[config.mk]
export PLATFORM = sky130hd
export DESIGN_NAME = sangdon_seq
export DESIGN_NICKNAME = d
export VERILOG_FILES = /design/src/rtl/sangdon_seq_pkg.sv /design/src/rtl/sangdon_seq_step_prescaler.sv /design/src/rtl/sangdon_seq.sv
export SDC_FILE = /design/constraint.sdc
export NUM_CORES = 1
export LEC_CHECK = 0
export BUFFER_PORTS_ARGS = -buffer_cell sky130_fd_sc_hd__buf_2
export CORE_MARGIN = 3
export CORE_UTILIZATION = 25
export DETAILED_ROUTE_END_ITERATION = 10
export GPL_TIMING_DRIVEN = 0
export PLACE_DENSITY = 0.45
export SYNTH_ARGS = -nofsm -noshare
export SYNTH_HDL_FRONTEND = slang
export SYNTH_SLANG_ARGS = --single-unit
[constraint.sdc]
create_clock -name clk_50M -period 8.4 [get_ports clk_50M]
set_input_delay 2.1 -clock clk_50M [delete_from_list [all_inputs] [get_ports clk_50M]]
set_output_delay 2.1 -clock clk_50M [all_outputs]
set_load 0.05 [all_outputs]
[src/rtl/sangdon_seq_pkg.sv]
// Shared definitions for the stacking-light LED sequencer.
package sangdon_seq_pkg;

  // Sequencer states; 2-bit encoding shared with any stage that decodes them.
  typedef enum logic [1:0] {
    ST_IDLE  = 2'd0,
    ST_RUN   = 2'd1,
    ST_FULL  = 2'd2,
    ST_CLEAR = 2'd3
  } state_e;

  // Default LED count, matching the 8-bit LED byte of the TM1638.
  localparam int unsigned N_DEFAULT = 8;

endpackage

[src/rtl/sangdon_seq_step_prescaler.sv]
// Step prescaler: emits a single-cycle enable tick every DIV running cycles.
// Produces an enable, not a clock; the consumer stays on clk_50M.
module step_prescaler #(
  parameter int unsigned DIV = 4
) (
  input  logic clk_50M,
  input  logic rs,
  input  logic run,
  input  logic clr,
  output logic tick
);

  localparam int unsigned CW = $clog2(DIV);

  logic [CW-1:0] r_cnt;

  // Tick is combinational so that dropping run suppresses it in the same cycle.
  assign tick = run & (r_cnt == CW'(DIV - 1));

  // Count while running, wrap on tick, clear has priority over run.
  always_ff @(posedge clk_50M or posedge rs) begin
    if (rs) begin
      r_cnt <= '0;
    end else if (clr) begin
      r_cnt <= '0;
    end else if (run) begin
      if (tick) begin
        r_cnt <= '0;
      end else begin
        r_cnt <= r_cnt + CW'(1);
      end
    end
  end

endmodule

[src/rtl/sangdon_seq.sv]
// Stacking-light LED sequencer: a dot walks toward the stack, lands, and grows it
// until all LEDs are lit; the full pattern is held, cleared, and the frame repeats.
import sangdon_seq_pkg::*;

module sangdon_seq #(
  parameter int unsigned N          = N_DEFAULT,
  parameter int unsigned STEP_DIV   = 12_500_000,
  parameter int unsigned HOLD_STEPS = 2
) (
  input  logic         clk_50M,
  input  logic         rs,
  input  logic         en,
  input  logic         pause,
  input  logic         dir,
  output logic [N-1:0] P,
  output logic         step_tick,
  output logic         frame_done
);

  localparam int unsigned   KW  = $clog2(N) + 1;
  localparam int unsigned   HW  = $clog2(HOLD_STEPS + 1);
  localparam logic [KW-1:0] TOP = KW'(N - 1);

  state_e        r_state, w_state_d;
  logic [KW-1:0] r_k, w_k_d;
  logic [KW-1:0] r_pos, w_pos_d;
  logic [HW-1:0] r_hold, w_hold_d;
  logic          r_dir, w_dir_d;
  logic [N-1:0]  r_p, w_p_d;
  logic [N-1:0]  w_log, w_map;
  logic          r_frame_done, w_frame_done_d;
  logic          r_step_tick;
  logic          w_tick, w_upd, w_run, w_clr;

  assign w_run = en & ~pause;
  assign w_clr = ~en;

  step_prescaler #(
    .DIV (STEP_DIV)
  ) u_prescaler (
    .clk_50M (clk_50M),
    .rs      (rs),
    .run     (w_run),
    .clr     (w_clr),
    .tick    (w_tick)
  );

  // Next-state: everything holds unless en drops or a step tick arrives.
  always_comb begin
    w_state_d      = r_state;
    w_k_d          = r_k;
    w_pos_d        = r_pos;
    w_hold_d       = r_hold;
    w_dir_d        = r_dir;
    w_frame_done_d = 1'b0;
    w_upd          = 1'b0;
    if (!en) begin
      w_state_d = ST_IDLE;
      w_k_d     = '0;
      w_pos_d   = TOP;
      w_hold_d  = '0;
      w_upd     = 1'b1;
    end else if (w_tick) begin
      w_upd = 1'b1;
      unique case (r_state)
        ST_IDLE: begin
          w_state_d = ST_RUN;
          w_k_d     = '0;
          w_pos_d   = TOP;
          w_dir_d   = dir;
        end
        ST_RUN: begin
          if (r_pos > r_k) begin
            w_pos_d = r_pos - KW'(1);
          end else if (r_k == TOP) begin
            w_state_d = ST_FULL;
            w_hold_d  = '0;
          end else begin
            w_k_d   = r_k + KW'(1);
            w_pos_d = TOP;
          end
        end
        ST_FULL: begin
          if (r_hold == HW'(HOLD_STEPS - 1)) begin
            w_state_d = ST_CLEAR;
          end else begin
            w_hold_d = r_hold + HW'(1);
          end
        end
        ST_CLEAR: begin
          w_state_d      = ST_RUN;
          w_k_d          = '0;
          w_pos_d        = TOP;
          w_dir_d        = dir;
          w_frame_done_d = 1'b1;
        end
        default: w_state_d = ST_IDLE;
      endcase
    end
  end

  // Logical (dir=0) pattern for the next state: stack of height k plus dot at pos.
  always_comb begin
    w_log = '0;
    unique case (w_state_d)
      ST_RUN: begin
        for (int i = 0; i < N; i++) begin
          w_log[i] = (KW'(i) < w_k_d) || (KW'(i) == w_pos_d);
        end
      end
      ST_FULL: w_log = '1;
      default: w_log = '0;
    endcase
  end

  // Mirror the pattern when the frame was started with dir=1.
  for (genvar gi = 0; gi < N; gi++) begin : g_map
    assign w_map[gi] = w_dir_d ? w_log[N-1-gi] : w_log[gi];
  end

  assign w_p_d = w_upd ? w_map : r_p;

  // State, counters and registered outputs.
  always_ff @(posedge clk_50M or posedge rs) begin
    if (rs) begin
      r_state      <= ST_IDLE;
      r_k          <= '0;
      r_pos        <= TOP;
      r_hold       <= '0;
      r_dir        <= 1'b0;
      r_p          <= '0;
      r_frame_done <= 1'b0;
      r_step_tick  <= 1'b0;
    end else begin
      r_state      <= w_state_d;
      r_k          <= w_k_d;
      r_pos        <= w_pos_d;
      r_hold       <= w_hold_d;
      r_dir        <= w_dir_d;
      r_p          <= w_p_d;
      r_frame_done <= w_frame_done_d;
      r_step_tick  <= w_tick;
    end
  end

  assign P          = r_p;
  assign step_tick  = r_step_tick;
  assign frame_done = r_frame_done;

endmodule

Yosys cells after proc, flatten, opt, wreduce, memory -nomap -nowiden
Index checks and enable logic that the tools add are counted.
Storage, ports and cells
  flip-flop bits (word level): 47
  input port bits: 5
  output and inout bits: 10
Cells by class
  add/sub/neg operators: 4
  order comparisons: 9
  equality and inequality tests: 21
  mux-type cells: 42
  bitwise logic cells: 3
  reductions and logical operators: 12
Operators with widths (number)
  $mux 24: 3
  $mux 4: 8
  $add 24x1->24 const B: 1
  $eq 24x24->1 const B: 1
  $mux 2: 10
  $eq 3x4->1 const A: 4
  $lt 3x4->1 const A: 4
  $mux 1: 16
  $pmux 4 s2: 2
  $pmux 8 s2: 1
  $ne 3x3->1 const B: 3
  $eq 2x4->1 const A: 2
  $logic_or 1x1->1: 8
  $lt 1x4->1 const A: 2
  $lt 2x4->1 const A: 2
  $eq 2x1->1 const B: 3
  $eq 2x2->1 const B: 3
  $pmux 2 s3: 1
  $reduce_and 5->1: 1
  $add 4x1->4 const B: 1
  $eq 1x4->1 const A: 1
  $eq 4x3->1 const B: 1
  $gt 4x4->1: 1
  $logic_not 4->1: 1
  other kinds (9): 11

Longest topological paths before layout
Gate-level depths: netlist of run 1.
  depth in word-level cells: 10
  gate-level depth with buffers: 15

Modules after synthesis
A second synthesis of run 1 with hierarchy kept.
Second synthesis, totals
  cell total of the unflattened synthesis: 370
  area, all modules: 3273.1 um^2
Modules (own cells, without submodules)
  sangdon_seq: instances 1, cells each 205, area an instance 1820.5 um^2, sequential area each 579.3 um^2
  step_prescaler: instances 1, cells each 165, area an instance 1452.6 um^2, sequential area each 600.6 um^2

Worst setup path after synthesis of run 1
OpenSTA, ideal clock, no wires.
  path type: input to register
  start: input en
  end: register r_p[2] (netlist: P[2])
  library setup time: 0.086 ns
  arrival: 4.387 ns
  required time: 8.314 ns
  path slack: 3.928 ns
  cell stages on the path: 12
  buffers on the path: 0
  cell sequence: and4bb_1 -> nand4b_4 -> nand4b_1 -> inv_2 -> nor2_1 -> o21ai_0 -> o31a_1 -> ha_1 -> nor2_1 -> o21ai_0 -> or2_1 -> a32oi_1
On the way
  word-level cells in the longest chain between the ends: 8
  elaborated cells between the ends (all ways): 22
  those cells by class: order compare: 2; eq/ne: 4; mux: 12; bitwise: 2; reduce/logical: 2
RTL lines
  start, declared: RTL line sangdon_seq.sv:12  | input logic en,
  $and 1x1->1 (*): RTL line sangdon_seq.sv:35  | assign w_run = en & ~pause;
  $and 1x1->1 (*): RTL line sangdon_seq_step_prescaler.sv:18  | assign tick = run & (r_cnt == CW'(DIV - 1));
  named net u_prescaler.tick: RTL line sangdon_seq_step_prescaler.sv:10  | output logic tick
  $mux 4: RTL line sangdon_seq.sv:63  | end else if (w_tick) begin
  $mux 4: RTL line sangdon_seq.sv:57  | if (!en) begin
  $lt 2x4->1 (tied with other cells): RTL line sangdon_seq.sv:108  | w_log[i] = (KW'(i) < w_k_d) || (KW'(i) == w_pos_d);
  $logic_or 1x1->1: RTL line sangdon_seq.sv:108
  $pmux 8 s2: RTL line sangdon_seq.sv:105  | unique case (w_state_d)
  $mux 1: RTL line sangdon_seq.sv:118  | assign w_map[gi] = w_dir_d ? w_log[N-1-gi] : w_log[gi];
  end signal, assigned: RTL line sangdon_seq.sv:140  | r_p <= w_p_d;
  end, declared: RTL line sangdon_seq.sv:29  | logic [N-1:0] r_p, w_p_d;
Mark *: on every way through the listed nets, which the timed path passes. The rest lies on a longest branch.
A chain may end at the register's enable or synchronous reset.

Final worst setup path of run 1
  start: input pause
  end: register r_p[4] (netlist: P[4])
On the way
  word-level cells in the longest chain between the ends: 9
  elaborated cells between the ends (all ways): 23
  those cells by class: order compare: 2; eq/ne: 4; mux: 12; bitwise: 3; reduce/logical: 2
RTL lines
  start, declared: RTL line sangdon_seq.sv:13  | input logic pause,
  $not 1->1 (*): RTL line sangdon_seq.sv:35
  $and 1x1->1 (*): RTL line sangdon_seq.sv:35
  $and 1x1->1 (*): RTL line sangdon_seq_step_prescaler.sv:18
  named net u_prescaler.tick: RTL line sangdon_seq_step_prescaler.sv:10
  $mux 4: RTL line sangdon_seq.sv:63
  $mux 4: RTL line sangdon_seq.sv:57
  $lt 3x4->1 (tied with other cells): RTL line sangdon_seq.sv:108
  $logic_or 1x1->1: RTL line sangdon_seq.sv:108
  $pmux 8 s2: RTL line sangdon_seq.sv:105
  $mux 1: RTL line sangdon_seq.sv:118
Marks and branches as above.

==> results of run 1 <==
cell type report:
type,instances,area (sq um)
multi-input combinational,257,1750
clock buffer,6,129
buffer,4,18.8
sequential,47,1180
clock inverter,1,30.0
timing repair buffer,15,90.1
tap,143,179
fill,1231,8170
inverter,16,60.1
metrics by stage:
step	instance area (sq um)	std cells	hold slack (ns)	setup slack, ns	total power, mW
finish	3440	489	0.466	3.53	0.468
global route	3440	489	0.495	3.11	0.488
CTS	3440	489	0.474	3.51	0.476
detailed placement	3280	482	0.459	3.23	0.249
global placement	3260	481	0.449	3.25	0.247
floorplan	3010	324	0.511	3.93	0.242
registers in the layout (all words and copies together), names as in the netlist:
register and flops:
frame_done 1, u_prescaler.r_cnt 24, r_dir 1, step_tick 1, r_state 2, r_pos 4, r_k 4, r_hold 2
P 8
cells in the mapped netlist, types with 2 or more instances:
cell and instances:
o21ai_0 13, a31oi_1 3, xnor2_1 7, inv_1 14, a21oi_1 14, a22oi_1 3, and4_1 4, o31ai_1 3
or3_1 4, nor2b_1 5, nand3_1 12, a21o_1 7, nand4_1 9, dfrtp_1 44, a2111oi_1 2, and3_1 4
a22o_1 2, o211ai_2 2, and2_1 6, nor2_1 42, a32oi_1 2, ha_1 14, xor2_1 15, nand2_1 32
nand2b_1 2, or4_4 2, a211oi_1 3, nor4_2 2, nor3_1 6, o211ai_1 2, nand3b_1 3, mux2_1 2
clkbuf_1 2, dfstp_2 3
kinds of logic after synthesis:
| family | after synthesis |
|---|---|
| AO/OA/AOI/OAI | 74 |
| XOR/XNOR | 22 |
| AND/OR/NAND/NOR | 143 |
| buffers and inverters | 20 |
| adder cells (fa/ha/maj) | 14 |
| flip-flops | 47 |
| multiplexers | 4 |
power groups by stage:
| stage | sequential, mW | combinational [mW] | clock [mW] |
|---|---|---|---|
| 2_1_floorplan | 0.232 | 0.00937 | 0 |
| 3_5_place_dp | 0.232 | 0.0163 | 0 |
| 5_1_grt | 0.228 | 0.0182 | 0.241 |
| 3_3_place_gp | 0.232 | 0.0150 | 0 |
| 4_1_cts | 0.228 | 0.0164 | 0.231 |
| 6_report | 0.228 | 0.0155 | 0.225 |
metal layers:
layer / routed length, microns / share of wire (%) / vias to the layer above / global-route usage, %
li1: - / - / 1225 / -
met1: 3670 / 51 / 1196 / 17.1
met2: 3140 / 44 / 36 / 17.7
met3: 239 / 3.3 / 10 / 2.09
met4: 136 / 1.9 / 0 / 4.02
met5: 0 / 0 / - / 0
final timing paths:
kind	to	slack, ns	cells past startpoint
worst max-delay path	P[4]$_DFFE_PP0P_	3.53	14
worst min-delay path	P[1]$_DFFE_PP0P_	0.47	2
max in group asynchronous	r_pos[2]$_DFF_PP1_	6.03	3
worst max register to register	P[4]$_DFFE_PP0P_	4.89	14
min in group asynchronous	r_dir$_DFF_PP0_	1.80	2
worst min register to register	P[1]$_DFFE_PP0P_	0.47	2
worst max-delay path, cell delays in order:
cell      delay, ns
buf_2          0.14
nand4b_2       0.35
nor3b_1        0.26
nand4b_1       0.32
inv_2          0.22
nor2_1         0.18
o21ai_0        0.20
o31a_1         0.20
ha_1           0.26
nor2_1         0.17
o21ai_0        0.16
nor2_1         0.27
a22o_1         0.18
a21o_1         0.08
==> impl_metrics.json, run 1 <==
{
  "async_flop_share_pct": 100,
  "synth_area_leaders": "dfrtp_1 (37%), ha_1 (5.8%), nor2_1 (5.2%), xor2_1 (4.4%), nand2_1 (4.0%)",
  "clkTransAtPathRegs_ns": 0.06,
  "fmax_mhz": 205,
  "peakVddDrop_mv": 0.0726,
  "synth_fa_ha_area_share_pct": 5.82,
  "status": "finished, final reports clean",
  "path_class": "input pin to register",
  "fin_setup_tns_ns": 0,
  "drc_errors": 0,
  "final_util_pct": 29.6,
  "p_comb_share_pct": 3.3,
  "clk_path_buf_depth": 2,
  "grt_pass1_vias": 2457,
  "rsz0062_at_grt": "no",
  "root_buffer": "clkbuf_16",
  "r2r-start": "u_prescaler.r_cnt[0]$_DFFE_PP0P_",
  "fin_crit_sh_pct": 58.0,
  "synth_xor_area_share_pct": 6.40,
  "clock_sinks": 47,
  "syn_area_per_cell_sq_um": 9.30,
  "synth_top_family_by_area": "simple AND/OR/NAND/NOR gates",
  "worstSetupStartpointType": "input pin",
  "synth_compound_area_share_pct": 18.7,
  "internal_power_mw": 0.370,
  "p_sw_share_pct": 20.9,
  "final_common_cell": "dfrtp_1",
  "vias": 2467,
  "hold_buffers": 0,
  "finalHoldViolCount": 0,
  "syn_inst": 324,
  "std_cell_rows": 39,
  "ant_nets": 0,
  "cts_setup_buffers": 0,
  "slew_violations": 0,
  "synth_ff_type": "dfrtp_1",
  "p_clk_share_pct": 48.0,
  "overflow": 0,
  "hold_path.startpoint": "P[1]$_DFFE_PP0P_",
  "hpwlAfterDp_microns": 5360,
  "routabilityCongestion": 0.791,
  "via_per_inst": 5.04,
  "tritoncts": "built",
  "min-delay-path-class": "register to register",
  "p_seq_share_pct": 48.7,
  "ys_seq_elements": 47,
  "setup_viol": 0,
  "worst_slew_pin_slew_ns": 0.751,
  "grt_max_degree": 31,
  "yosysWarningCount": 0,
  "p_sw_mw": 0.0980,
  "syn_area_sq_um": 3010,
  "die_height_microns": 116,
  "fin_skew_ns": 0.00673,
  "mostFrequentLayoutCells": "dfrtp_1 (44), nor2_1 (42), nand2_1 (32)",
  "numCtsBuffers": 5,
  "routed_wl_microns": 7190,
  "area_delta_synth_final_pct": 14.2,
  "drive_gt1_share_pct": 12.7,
  "synth_fp_nets": 343,
  "worstPathMaxFanout": 10,
  "portBuffers": 14,
  "htree_levels": 2,
  "synth_top_area_share_pct": 36.6,
  "synthSimpleGateAreaFrac_pct": 25.9,
  "synth_largest_area_cell": "dfrtp_1",
  "worstPathRequired_ns": 8.63,
  "antenna_found_initial": 0,
  "clk_latency_ns": 0.29,
  "track_usage_pct": 11.8,
  "wl_per_cell_microns": 14.7,
  "critPathArrivalTime_ns": 5.10,
  "die_w_microns": 116,
  "synth_mux_area_share_pct": 1.45,
  "dr.pass1.iters": 5,
  "power.leakage_nw": 1.54,
  "nets": 365,
  "power.density_nw_per_um2": 136,
  "yosysUniqueCellTypes": 68,
  "antenna_cells": 0,
  "maxCapViolCount": 0,
  "core_sq_um": 11600,
  "synth_enable_flop_cells": 0,
  "drt_iter0_drc": 131,
  "relSlewSlack_pct": 49.5,
  "dieArea_sq_um": 13400,
  "io_pins": 15,
  "grt_pass1_wl_microns": 12600,
  "cp-end-kind": "register",
  "startpoint": "pause",
  "start_util_pct": 25.9,
  "synth_seq_area_share_pct": 39.2,
  "finalCriticalPeriod_ns": 4.87,
  "cts_resized": 0
}
(Power assumes the default switching activity.)
==> inputs of run 2 (changes only) <==
- ABC_AREA: default -> 1
- clock period: 8.4 -> 4.49 ns (I/O delays scaled with it)
==> run 2 against run 1 <==
Net effect:
- flip-flop and latch count unchanged
- via count is 18% higher
- synthesized area rose by 11%
- setup slack got worse by 2.6 ns
- global-route usage up 0.17 points
- sequential power grew 88%
- clock skew up 0.0017 ns
- hold slack better by 0.012 ns
- register-to-register slack got worse by 3.5 ns
==> impl_metrics.json, run 2 <==
{
  "p_sw_share_pct": 23.6,
  "instances_no_fill": 665,
  "via_per_inst": 4.36,
  "hold_path_depth": 2,
  "start_util_pct": 26.0,
  "crit_family": "buffers and inverters",
  "clkTransAtPathRegs_ns": 0.06,
  "vias": 2901,
  "peakVddDrop_mv": 0.130,
  "power.leakage_nw": 1.83,
  "cp.depth": 18,
  "cp_slowest_stage_delay_ns": 0.42,
  "relSlewSlack_pct": 72.7,
  "final_common_cell": "nand2_1",
  "path_cells": "buf_2 -> buf_6 -> inv_4 -> nor2_1 -> nand2_1 -> nor2_1 -> nand2_1 -> nor2_4 -> nor2_1 -> clkinv_1 -> o22ai_1 -> inv_1 -> ha_1 -> inv_1 -> nand2_1 -> nand2_1 -> nand3_1 -> nand2_1",
  "clk_path_buf_depth": 2,
  "async_flop_share_pct": 100,
  "finalHoldViolCount": 0,
  "grt_pass1_vias": 2834,
  "dpl_worst_slack_ns": 0.519,
  "dpl.cell_count": 657,
  "synth_ff_type": "dfrtp_1",
  "hold_buffers": 0,
  "grt_max_degree": 35,
  "path_class": "input pin to register",
  "r2r_cells": 15,
  "dieArea_sq_um": 14800,
  "synthSimpleGateAreaFrac_pct": 40.1,
  "track_usage_pct": 12.0,
  "status": "finished, final reports clean",
  "min-delay-path-class": "register to register",
  "drc_errors": 0,
  "synth_fa_ha_area_share_pct": 5.25,
  "antenna_found_initial": 0,
  "io_pins": 15,
  "nets": 511,
  "rsz0062_at_grt": "no",
  "fmax_mhz": 279,
  "synth_fp_nets": 489,
  "fin_setup_tns_ns": 0,
  "worst_slew_pin_slew_ns": 0.408,
  "synth_largest_area_cell": "dfrtp_1",
  "p_clk_share_pct": 44.4,
  "tritoncts": "built",
  "htree_levels": 2,
  "synth.most_common_cell": "nand2_1",
  "synth_xor_area_share_pct": 1.05,
  "ys_seq_elements": 47,
  "grt_pass1_wl_microns": 14200,
  "slew_violations": 0,
  "area_delta_synth_final_pct": 13.4,
  "fillers": 1469,
  "routabilityCongestion": 0.839,
  "synth_seq_area_share_pct": 35.3,
  "syn_inst": 470,
  "fin_skew_ns": 0.00842,
  "worstPathRequired_ns": 4.72,
  "hold_path.startpoint": "P[7]$_DFFE_PP0P_",
  "root_buffer": "clkbuf_16",
  "clock_sinks": 47,
  "cts_setup_buffers": 0,
  "synth_area_leaders": "dfrtp_1 (33%), nand2_1 (16%), inv_1 (7.0%), nor2_1 (5.5%), ha_1 (5.2%)",
  "overflow": 0,
  "regMostFlops": "u_prescaler.r_cnt",
  "path_buf_inv": 6,
  "r2r-end": "P[1]$_DFFE_PP0P_",
  "synth_top_family_by_area": "simple AND/OR/NAND/NOR gates",
  "yosys-top-cells-count": "nand2_1 (143), inv_1 (62), nor2_1 (49)",
  "drive_gt1_share_pct": 16.0,
  "synth_mux_area_share_pct": 0.300,
  "internal_power_mw": 0.643,
  "synth_compound_area_share_pct": 8.02,
  "hpwlAfterDp_microns": 6210,
  "finalCriticalPeriod_ns": 3.59,
  "synth_enable_flop_cells": 0,
  "finalWorstSetupSlack_ns": 0.901,
  "numCtsBuffers": 5,
  "yosysWarningCount": 0,
  "maxCapViolCount": 0,
  "clk_latency_ns": 0.29,
  "cp-end-kind": "register",
  "setup_viol": 0,
  "portBuffers": 14,
  "holdPathEnd": "P[7]$_DFFE_PP0P_",
  "ant_nets": 0,
  "cp_slowest_cell": "o22ai_1",
  "worstPathMaxFanout": 10,
  "r2r_slack_ns": 1.38,
  "power.density_nw_per_um2": 222,
  "dr.pass1.iters": 4,
  "syn_area_sq_um": 3340,
  "routed_wl_microns": 7950,
  "worstSetupStartpointType": "input pin",
  "syn_area_per_cell_sq_um": 7.10,
  "p_sw_mw": 0.198,
  "synth_top_area_share_pct": 33.0,
  "mostFrequentLayoutCells": "nand2_1 (143), inv_1 (61), nor2_1 (49)",
  "wl_per_cell_microns": 12.0,
  "fin_crit_sh_pct": 79.9,
  "std_cell_rows": 41,
  "crit_path_frequent_cell": "nand2_1",
  "drt_iter0_drc": 148,
  "antenna_cells": 0,
  "largest_reg_flops": 24,
  "final_util_pct": 29.5,
  "yosysUniqueCellTypes": 44,
  "p_seq_share_pct": 50.8,
  "r2r-start": "u_prescaler.r_cnt[0]$_DFFE_PP0P_",
  "p_comb_share_pct": 4.8,
  "die_height_microns": 122,
  "core_sq_um": 12800,
  "die_w_microns": 122,
  "cts_resized": 0,
  "critPathArrivalTime_ns": 3.82
}
-- run 2: cell families after synthesis --
kind of cell / Yosys count
compound gates: 44
simple gates: 283
fa+ha+maj: 14
flops: 47
xor+xnor: 4
mux: 1
buf+inv: 77
-- run 2: power groups by stage --
stage                     clock, mW  combinational, mW  sequential, mW
after floorplan                   0             0.0264           0.435
after global placement            0             0.0397           0.436
after detailed placement          0             0.0423           0.436
after CTS                     0.392             0.0424           0.428
after global routing          0.410             0.0464           0.428
final                         0.373             0.0403           0.428
-- run 2: worst max path at each step --
stage | start | end | slack [ns]
2_1_floorplan | en | P[4]$_DFFE_PP0P_ | 1.44
3_3_place_gp | en | P[3]$_DFFE_PP0P_ | 0.52
6_report | en | P[1]$_DFFE_PP0P_ | 0.90
5_1_grt | en | P[7]$_DFFE_PP0P_ | 0.49
4_1_cts | en | P[1]$_DFFE_PP0P_ | 0.82
3_5_place_dp | en | P[1]$_DFFE_PP0P_ | 0.52
-- run 2: layout make-up --
class                           instances  area, sq um  area share [%]
Sequential cell                        47         1180            31.2
Timing Repair Buffer                   15         90.1            2.38
Clock buffer                            6          129            3.40
Multi-Input combinational cell        346         1830            48.3
Inverter                               71          274            7.24
Clock inverter                          2         12.5           0.331
Tap cell                              172          215            5.69
Buffer                                  6         57.6            1.52
-- run 2: per-layer routing --
| layer | up-vias | track usage (%) | wire (microns) |
|---|---|---|---|
| li1 | 1534 | - | - |
| met1 | 1317 | 17.0 | 4010 |
| met2 | 41 | 18.4 | 3600 |
| met3 | 9 | 1.95 | 206 |
| met4 | 0 | 4.13 | 129 |
| met5 | - | 0 | 0 |
-- run 2: worst reg2reg max path, delay by kind of cell (launching register included) --
kind	cells	cell delay, ns
flip-flops	1	0.41
AND/OR/NAND/NOR	9	1.03
AO/OA/AOI/OAI	1	0.42
adder cells (fa/ha/maj)	2	0.53
buffers and inverters	3	0.66
-- run 2: stage by stage --
stage	hold WS [ns]	power [mW]	instance area, sq um
final	0.478	0.841	3780
after global placement	0.464	0.475	3620
after CTS	0.487	0.862	3780
after global routing	0.513	0.884	3780
after floorplan	0.457	0.462	3340
after detailed placement	0.461	0.478	3640
